--- config.mk ---
export PLATFORM = sky130hd
export DESIGN_NAME = bram_writer_in
export DESIGN_NICKNAME = d
export VERILOG_FILES = /design/src/rtl/bram_writer_in.sv
export SDC_FILE = /design/constraint.sdc
export NUM_CORES = 1
export LEC_CHECK = 0
export BUFFER_PORTS_ARGS = -buffer_cell sky130_fd_sc_hd__buf_2
export CORE_MARGIN = 5
export CORE_UTILIZATION = 59
export CTS_BUF_LIST = sky130_fd_sc_hd__clkbuf_8
export DETAILED_ROUTE_END_ITERATION = 10
export MAX_ROUTING_LAYER = met4
export PLACE_DENSITY = 0.88
export SLEW_MARGIN = 20
export SYNTH_ARGS = -nofsm -noshare
export SYNTH_HDL_FRONTEND = slang
export SYNTH_SLANG_ARGS = --single-unit
--- constraint.sdc ---
create_clock -name clk -period 4.9 [get_ports clk]
set_clock_uncertainty 0.2 [all_clocks]
set_input_delay 0.98 -clock clk [delete_from_list [all_inputs] [get_ports clk]]
set_output_delay 0.98 -clock clk [all_outputs]
set_load 0.005 [all_outputs]
--- src/rtl/bram_writer_in.sv ---
// bram_writer_in: writes a valid/ready pixel stream, one frame at a time and in
// raster order, into one half of a ping-pong frame BRAM. Once a frame is full
// and the downstream reader is idle, it hands the buffer off with a one-cycle
// start pulse and then fills the other half.
module bram_writer_in #(
  parameter  int WIDTH      = 120,
  parameter  int HEIGHT     = 240,
  parameter  int DATA_WIDTH = 21,
  localparam int FRAME_SIZE = WIDTH * HEIGHT,
  localparam int ADDR_BITS  = (FRAME_SIZE > 1) ? $clog2(FRAME_SIZE) : 1
) (
  input  logic                  clk,
  input  logic                  reset,
  input  logic [DATA_WIDTH-1:0] in_data,
  input  logic                  in_sof,
  input  logic                  in_valid,
  output logic                  in_ready,
  output logic                  wr_bram_index,
  output logic [ADDR_BITS-1:0]  wr_address,
  output logic [DATA_WIDTH-1:0] wr_data,
  output logic                  wr_en,
  output logic                  reader_start,
  output logic                  reader_bram_index,
  input  logic                  reader_idle,
  output logic [15:0]           frames_written,
  output logic [7:0]            sof_errors
);

  typedef enum logic [1:0] {
    ST_WAIT_SOF = 2'd0,
    ST_WRITING  = 2'd1,
    ST_HANDOFF  = 2'd2
  } state_t;

  localparam logic [ADDR_BITS-1:0] LAST_ADDR = ADDR_BITS'(FRAME_SIZE - 1);
  localparam logic [ADDR_BITS-1:0] ONE_ADDR  = ADDR_BITS'(1);

  state_t                  state_q;
  logic [ADDR_BITS-1:0]    cnt_q;
  logic [ADDR_BITS-1:0]    cnt_d;
  logic                    wr_en_q;
  logic [ADDR_BITS-1:0]    wr_addr_q;
  logic [DATA_WIDTH-1:0]   wr_data_q;
  logic                    wr_idx_q;
  logic                    start_q;
  logic                    ridx_q;
  logic                    guard_q;
  logic [15:0]             frames_q;
  logic [7:0]              sof_err_q;
  logic                    accept;

  // Backpressure only while a full frame waits for the reader.
  assign in_ready = (state_q != ST_HANDOFF);
  assign accept   = in_valid && in_ready;
  assign cnt_d    = cnt_q + ONE_ADDR;

  assign wr_en             = wr_en_q;
  assign wr_address        = wr_addr_q;
  assign wr_data           = wr_data_q;
  assign wr_bram_index     = wr_idx_q;
  assign reader_start      = start_q;
  assign reader_bram_index = ridx_q;
  assign frames_written    = frames_q;
  assign sof_errors        = sof_err_q;

  // Frame-capture FSM with registered write port, handoff pulse and counters.
  always_ff @(posedge clk) begin
    if (reset) begin
      state_q   <= ST_WAIT_SOF;
      cnt_q     <= '0;
      wr_en_q   <= 1'b0;
      wr_addr_q <= '0;
      wr_data_q <= '0;
      wr_idx_q  <= 1'b0;
      start_q   <= 1'b0;
      ridx_q    <= 1'b0;
      guard_q   <= 1'b0;
      frames_q  <= 16'd0;
      sof_err_q <= 8'd0;
    end else begin
      wr_en_q <= 1'b0;
      start_q <= 1'b0;
      // The reader drops reader_idle one cycle late; hide that cycle.
      guard_q <= start_q;
      case (state_q)
        ST_WAIT_SOF: begin
          if (accept && in_sof) begin
            wr_en_q   <= 1'b1;
            wr_addr_q <= '0;
            wr_data_q <= in_data;
            cnt_q     <= ONE_ADDR;
            state_q   <= (FRAME_SIZE == 1) ? ST_HANDOFF : ST_WRITING;
          end
        end
        ST_WRITING: begin
          if (accept) begin
            wr_en_q   <= 1'b1;
            wr_data_q <= in_data;
            if (in_sof) begin
              // Early SOF: drop the partial frame and restart at address 0.
              wr_addr_q <= '0;
              cnt_q     <= ONE_ADDR;
              if (sof_err_q != 8'hFF) begin
                sof_err_q <= sof_err_q + 8'd1;
              end
            end else begin
              wr_addr_q <= cnt_q;
              cnt_q     <= cnt_d;
              if (cnt_q == LAST_ADDR) begin
                state_q <= ST_HANDOFF;
              end
            end
          end
        end
        ST_HANDOFF: begin
          // The first HANDOFF cycle carries the last write, so the pulse
          // registered here always lands at least one cycle after it.
          if (reader_idle && !guard_q) begin
            start_q  <= 1'b1;
            ridx_q   <= wr_idx_q;
            wr_idx_q <= ~wr_idx_q;
            frames_q <= frames_q + 16'd1;
            cnt_q    <= '0;
            state_q  <= ST_WAIT_SOF;
          end
        end
        default: begin
          state_q <= ST_WAIT_SOF;
        end
      endcase
    end
  end

endmodule

**Word-level counts from Yosys, hierarchy flattened**

Cells that the tools add are included.

- Bits in registers: 82
- Latch bits: 0
- Memory bits (writable): 0
- Memory bits (read-only): 0
- Bits of input ports: 26
- Output and inout bits: 65
- Word-level logic and storage cells: 61
- Memories: 0

- $add $sub $neg: 3
- $mul: 0
- Div/mod/pow operators: 0
- Order comparisons: 0
- Equal/unequal tests: 10
- Shift-type cells: 0
- Multiplexer cells: 22
- Bitwise logic cells: 2
- Reductions and logical operators: 13

Operators by type and width:

| cell | number |
|---|---|
| two-way mux 15 bit | 7 |
| case mux 15 bit (3 select lines) | 1 |
| two-way mux 21 bit | 2 |
| case mux 21 bit (2 select lines) | 1 |
| case mux 15 bit (2 select lines) | 1 |
| adder 16 x 1 -> 16 bit (second input constant) | 1 |
| adder 15 x 1 -> 15 bit (second input constant) | 1 |
| == test 15 bit (second input constant) | 1 |
| inequality test 2 bit (second input constant) | 6 |
| two-way mux 2 bit | 5 |
| adder 8 x 1 -> 8 bit (second input constant) | 1 |
| inequality test 8 bit (second input constant) | 1 |
| AND reduction 4 bit | 2 |
| case mux 2 bit (3 select lines) | 1 |
| AND reduction 5 bit | 1 |
| logical AND 1 bit | 3 |
| two-way mux 1 bit | 3 |
| AND reduction 3 bit | 1 |
| nonzero test 3 bit | 1 |
| == test 2 x 1 -> 1 bit (second input constant) | 1 |
| == test 2 bit (second input constant) | 1 |
| zero test 2 bit | 1 |
| inverter 1 bit | 2 |
| case mux 1 bit (2 select lines) | 1 |
| other kinds (4) | 4 |

**Logic depth before layout (Yosys ltp)**

- Depth in word-level cells: 5
- Depth in mapped cells: 9
- Depth with buffers taken out: 7

**Least setup slack after synthesis**

Ideal clock, no wire load.

- Kind: input -> register
- From: input port reader_idle
- To: register cnt_q[9]
- Setup time: 66 ps
- Arrival time: 2132 ps
- Required time: 4634 ps
- Setup slack: 2502 ps
- Stages on the path: 6
- Path buffers: 1
- Cell sequence: nand2b_4 a2111oi_4 buf_6 o211ai_4 or3_1 a21oi_2

- Cells in the longest elaborated chain, start to end: 3

RTL lines:

| element | line | RTL |
|---|---|---|
| start: declaration | 24 | `input logic reader_idle,` |
| logical AND 1 bit | 118 | `if (reader_idle && !guard_q) begin` |
| inequality test 2 bit (no source line) | n/a |  |
| AND reduction 4 bit (no source line) | n/a |  |
| end signal: assignment | 108 | `cnt_q <= cnt_d;` |
| end: declaration | 39 | `logic [ADDR_BITS-1:0] cnt_q;` |

No other way between the ends.
A chain may end at the register's enable or synchronous reset.

**Worst setup path after layout**

- From: input port reader_idle
- To: register cnt_q[3]

The elaborated chain is that of the path after synthesis.

==> impl_metrics.yaml <==
worst_setup_path:
  path_class: "in -> reg"
  crit_path_end_kind: "flip-flop"
  crit_path_max_fanout: 11
  worstPathCellList: "buf_2 -> nand2b_4 -> a2111oi_4 -> or2_1 -> a41oi_1 -> a311oi_1"
  reg2reg_depth: 6
  critical_path_slowest_stage_cell: "sky130_fd_sc_hd__a2111oi_4"
  crit-reg2reg-launch: "state_q[0]$_SDFFE_PP0P_"
  timing.critical_path.required_ns: 4.95
  crit_start: "reader_idle"
  setup.worst_path.start_class: "input port"
  arrival_ns: 2.65
  cp_slowest_stage_delay_ns: 0.73
die:
  chipHeight_um: 87.5
  top_level_ports: 91
  coreArea_um2: 5890
  initial_core_util: 0.602
  floorplan.die_area_um2: 7650
  die_x_um: 87.5
  core.rowCount: 28
drt:
  drt_wl_total_um: 8230
  average_routed_wire_per_standard_cell_um: 14.4
  postRouteAntennaNets: 0
  drc_errors: 0
  drt_iter0_markers: 203
  detailroute.via_count: 3148
  detail_route.vias_per_cell: 5.50
  drt_pre_antenna_iters: 4
yosys:
  netlist_instances: 414
  seq_area_frac_synth: 0.463
  synth_compound_area_frac: 0.135
  ys_types: 50
  syn-cell-area_um2: 3540
  synthFlopType: "sky130_fd_sc_hd__dfxtp_1"
  synth-edff-count: 0
  synthesis.nets: 447
  synth_simple_gate_area_frac: 0.245
  synth_fa_ha_area_frac: 0.0247
  synthMuxAreaShare: 0.0113
  post_synth_xor_area_fraction: 0.0742
  postSynthRegisterBits: 82
  ys_async_rst_share: 0
  syn_area_per_cell_um2: 8.56
  yosysWarningCount: 0
  dominant_combinational_cell_family_by_area_after_synthesis: "simple AND/OR/NAND/NOR gates"
timing:
  worst-slew-pin-transition_ns: 0.739
  slew_violations: 0
  report.final.setup_viol: 0
  rsz0062_at_grt: "false"
  timing_hold_violations_final: 0
  period_needed_ns: 2.60
  hold_ws_ns: 0.250
  timing.fmax_mhz: 385
  maxSlewHeadroom: 0.508
  totalNegativeSetupSlack_ns: 0
  min_period_over_period: 0.530
clock_network:
  cts_made_buffers: 9
  clkTransAtPathRegs_ns: 0.08
  number_of_buffers_inserted_by_post_cts_setup_repair: 0
  insertion_delay_ns: 0.35
  cts_resized: 0
  clock_tree.buffer_depth: 2
  cts-hold-fix-buffers: 0
  cts.sinks: 82
  cts_tree: "yes"
  cts.htree.levels: 3
  cts_root_buf: "sky130_fd_sc_hd__clkbuf_8"
run_status:
  status: "finished clean"
power:
  seqPwrFrac: 0.514
  pwr-share-comb: 0.132
  post-layout-total-power_mw: 1.36
  p_per_area_nw_per_um2: 327
  irDropWorstVdd_v: 0.000198
  share_clk_of_total_power: 0.354
  power.leakage_nw: 1.74
  intPower_mw: 0.995
  p_switching_mw: 0.369
  switching_share_of_total_power: 0.270
finish:
  layout.filler_cells: 458
  num-nets-final: 526
  drive_gt1_frac: 0.245
  flow.area_growth_from_synthesis_pct: 17.8
  n_antenna_cell: 0
  post-route-cell-area_um2: 4170
  final_core_utilization: 0.709
grt:
  total_global_routing_track_utilization: 0.223
  first_pass_grt_wire_length_um: 13200
  grt_max_degree: 56
  grt_antenna_before_repair: 0
  congestion_overflow_gr: 0
  number_of_global_route_vias_before_repair: 2903
job:
  timing.max_cap.violations: 0
hold_path:
  min-delay-start: "wr_address[14]$_SDFFE_PP0P_"
  hp-class: "reg -> reg"
  worst_hold_path.num_cells: 2
placement:
  routability_congestion_estimate_from_global_placement: 0.883
  port-buffer-count: 90
  dpl-instance-area_um2: 3980
  placed_wire_length_estimate_after_detailed_placement_um: 5680
-- path summary, 6_finish.rpt --
path	end	slack, ns
setup reg to reg	cnt_q[3]$_SDFFE_PP0P_	2.34
hold reg to reg	wr_address[14]$_SDFFE_PP0P_	0.25
hold / removal	wr_address[14]$_SDFFE_PP0P_	0.25
setup / recovery	cnt_q[3]$_SDFFE_PP0P_	2.30
-- power by group through the flow --
stage               Sequential, mW  Clock [mW]  Combinational [mW]
detailed placement           0.717           0               0.178
global placement             0.716           0               0.173
CTS                          0.701       0.488               0.180
global route                 0.704       0.517               0.202
floorplan                    0.716           0               0.134
finish                       0.701       0.483               0.180
-- layer usage --
| layer | up-vias | track usage | routed length (um) |
|---|---|---|---|
| met3 | 20 | 0.0350 | 419 |
| li1 | 1561 | - | - |
| met2 | 86 | 0.368 | 4180 |
| met1 | 1481 | 0.264 | 3440 |
| met4 | 0 | 0.107 | 193 |
| met5 | - | - | 0 |
-- registers in the layout, summed over array words and instances (netlist names) --
signal	flops
reader_start	1
frames_written	16
wr_data	21
guard_q	1
sof_errors	8
wr_address	15
reader_bram_index	1
wr_en	1
cnt_q	15
state_q	2
wr_bram_index	1
-- synthesized netlist by cell type (2+ instances only) --
| cell | count | area (um2) |
|---|---|---|
| sky130_fd_sc_hd__dfxtp_1 | 82 | 1640 |
| sky130_fd_sc_hd__nand2_1 | 72 | 270 |
| sky130_fd_sc_hd__a21oi_1 | 43 | 215 |
| sky130_fd_sc_hd__nor2_1 | 43 | 161 |
| sky130_fd_sc_hd__nand3_1 | 27 | 135 |
| sky130_fd_sc_hd__xor2_1 | 18 | 158 |
| sky130_fd_sc_hd__clkbuf_1 | 13 | 48.8 |
| sky130_fd_sc_hd__xnor2_1 | 12 | 105 |
| sky130_fd_sc_hd__inv_1 | 8 | 30.0 |
| sky130_fd_sc_hd__ha_1 | 7 | 87.6 |
| sky130_fd_sc_hd__nor3_1 | 7 | 35.0 |
| sky130_fd_sc_hd__buf_2 | 6 | 30.0 |
| sky130_fd_sc_hd__o21ai_0 | 6 | 30.0 |
| sky130_fd_sc_hd__and3_1 | 4 | 25.0 |
| sky130_fd_sc_hd__and4_1 | 4 | 35.0 |
| sky130_fd_sc_hd__buf_6 | 4 | 45.0 |
| sky130_fd_sc_hd__mux2i_1 | 4 | 40.0 |
| sky130_fd_sc_hd__nand4_1 | 4 | 25.0 |
| sky130_fd_sc_hd__o2111ai_1 | 4 | 35.0 |
| sky130_fd_sc_hd__and2_1 | 3 | 18.8 |
| sky130_fd_sc_hd__buf_1 | 3 | 11.3 |
| sky130_fd_sc_hd__o211ai_1 | 3 | 22.5 |
| sky130_fd_sc_hd__a211oi_1 | 2 | 15.0 |
| sky130_fd_sc_hd__a41oi_1 | 2 | 17.5 |
| sky130_fd_sc_hd__and2b_1 | 2 | 15.0 |
| sky130_fd_sc_hd__nand2b_4 | 2 | 27.5 |
| sky130_fd_sc_hd__nand3b_1 | 2 | 15.0 |
| sky130_fd_sc_hd__nor2b_1 | 2 | 12.5 |
| sky130_fd_sc_hd__o31ai_1 | 2 | 15.0 |
| sky130_fd_sc_hd__or2_2 | 2 | 12.5 |
| sky130_fd_sc_hd__or3_1 | 2 | 12.5 |
-- worst max-delay path, delay by kind of cell --
| family | cells | cell delay, ns |
|---|---|---|
| AOI/OAI and AO/OA | 3 | 1.16 |
| buffers and inverters | 1 | 0.12 |
| and+or+nand+nor | 2 | 0.40 |
-- through the flow --
step / cells / worst slack, ns
floorplan: 414 / 2.50
global placement: 557 / 2.04
detailed placement: 557 / 1.98
CTS: 572 / 2.34
global route: 572 / 2.17
finish: 572 / 2.30
-- placed cells by master (no fill, tap or decap), drive strengths merged, types with 3 or more instances in the layout --
cell type / instances
buf: 94
dfxtp: 82
nand2: 72
nor2: 44
a21oi: 44
nand3: 27
xor2: 18
xnor2: 12
clkbuf: 10
inv: 10
nor3: 7
ha: 7
o21ai: 6
o2111ai: 5
and4: 5
nand4: 4
and3: 4
mux2i: 4
and2: 4
o211ai: 4
or2: 3
nand2b: 3
-- cell families after synthesis --
logic type               count (synthesis)
adder cells (fa/ha/maj)                  7
XOR/XNOR                                30
AO/OA/AOI/OAI                           73
multiplexers                             4
flip-flops                              82
buffers and inverters                   34
AND/OR/NAND/NOR                        184
-- layout make-up --
cell class	instances	area [um2]	share of cell area
multi-input cells	298	1740	0.416
repair buffers	94	480	0.115
flip-flops and latches	82	1640	0.393
well taps	75	93.8	0.0225
clock inverters	5	55.1	0.0132
inverters	8	30.0	0.00719
clock buffers	10	138	0.0330
Power figures use the tool's default switching activity.
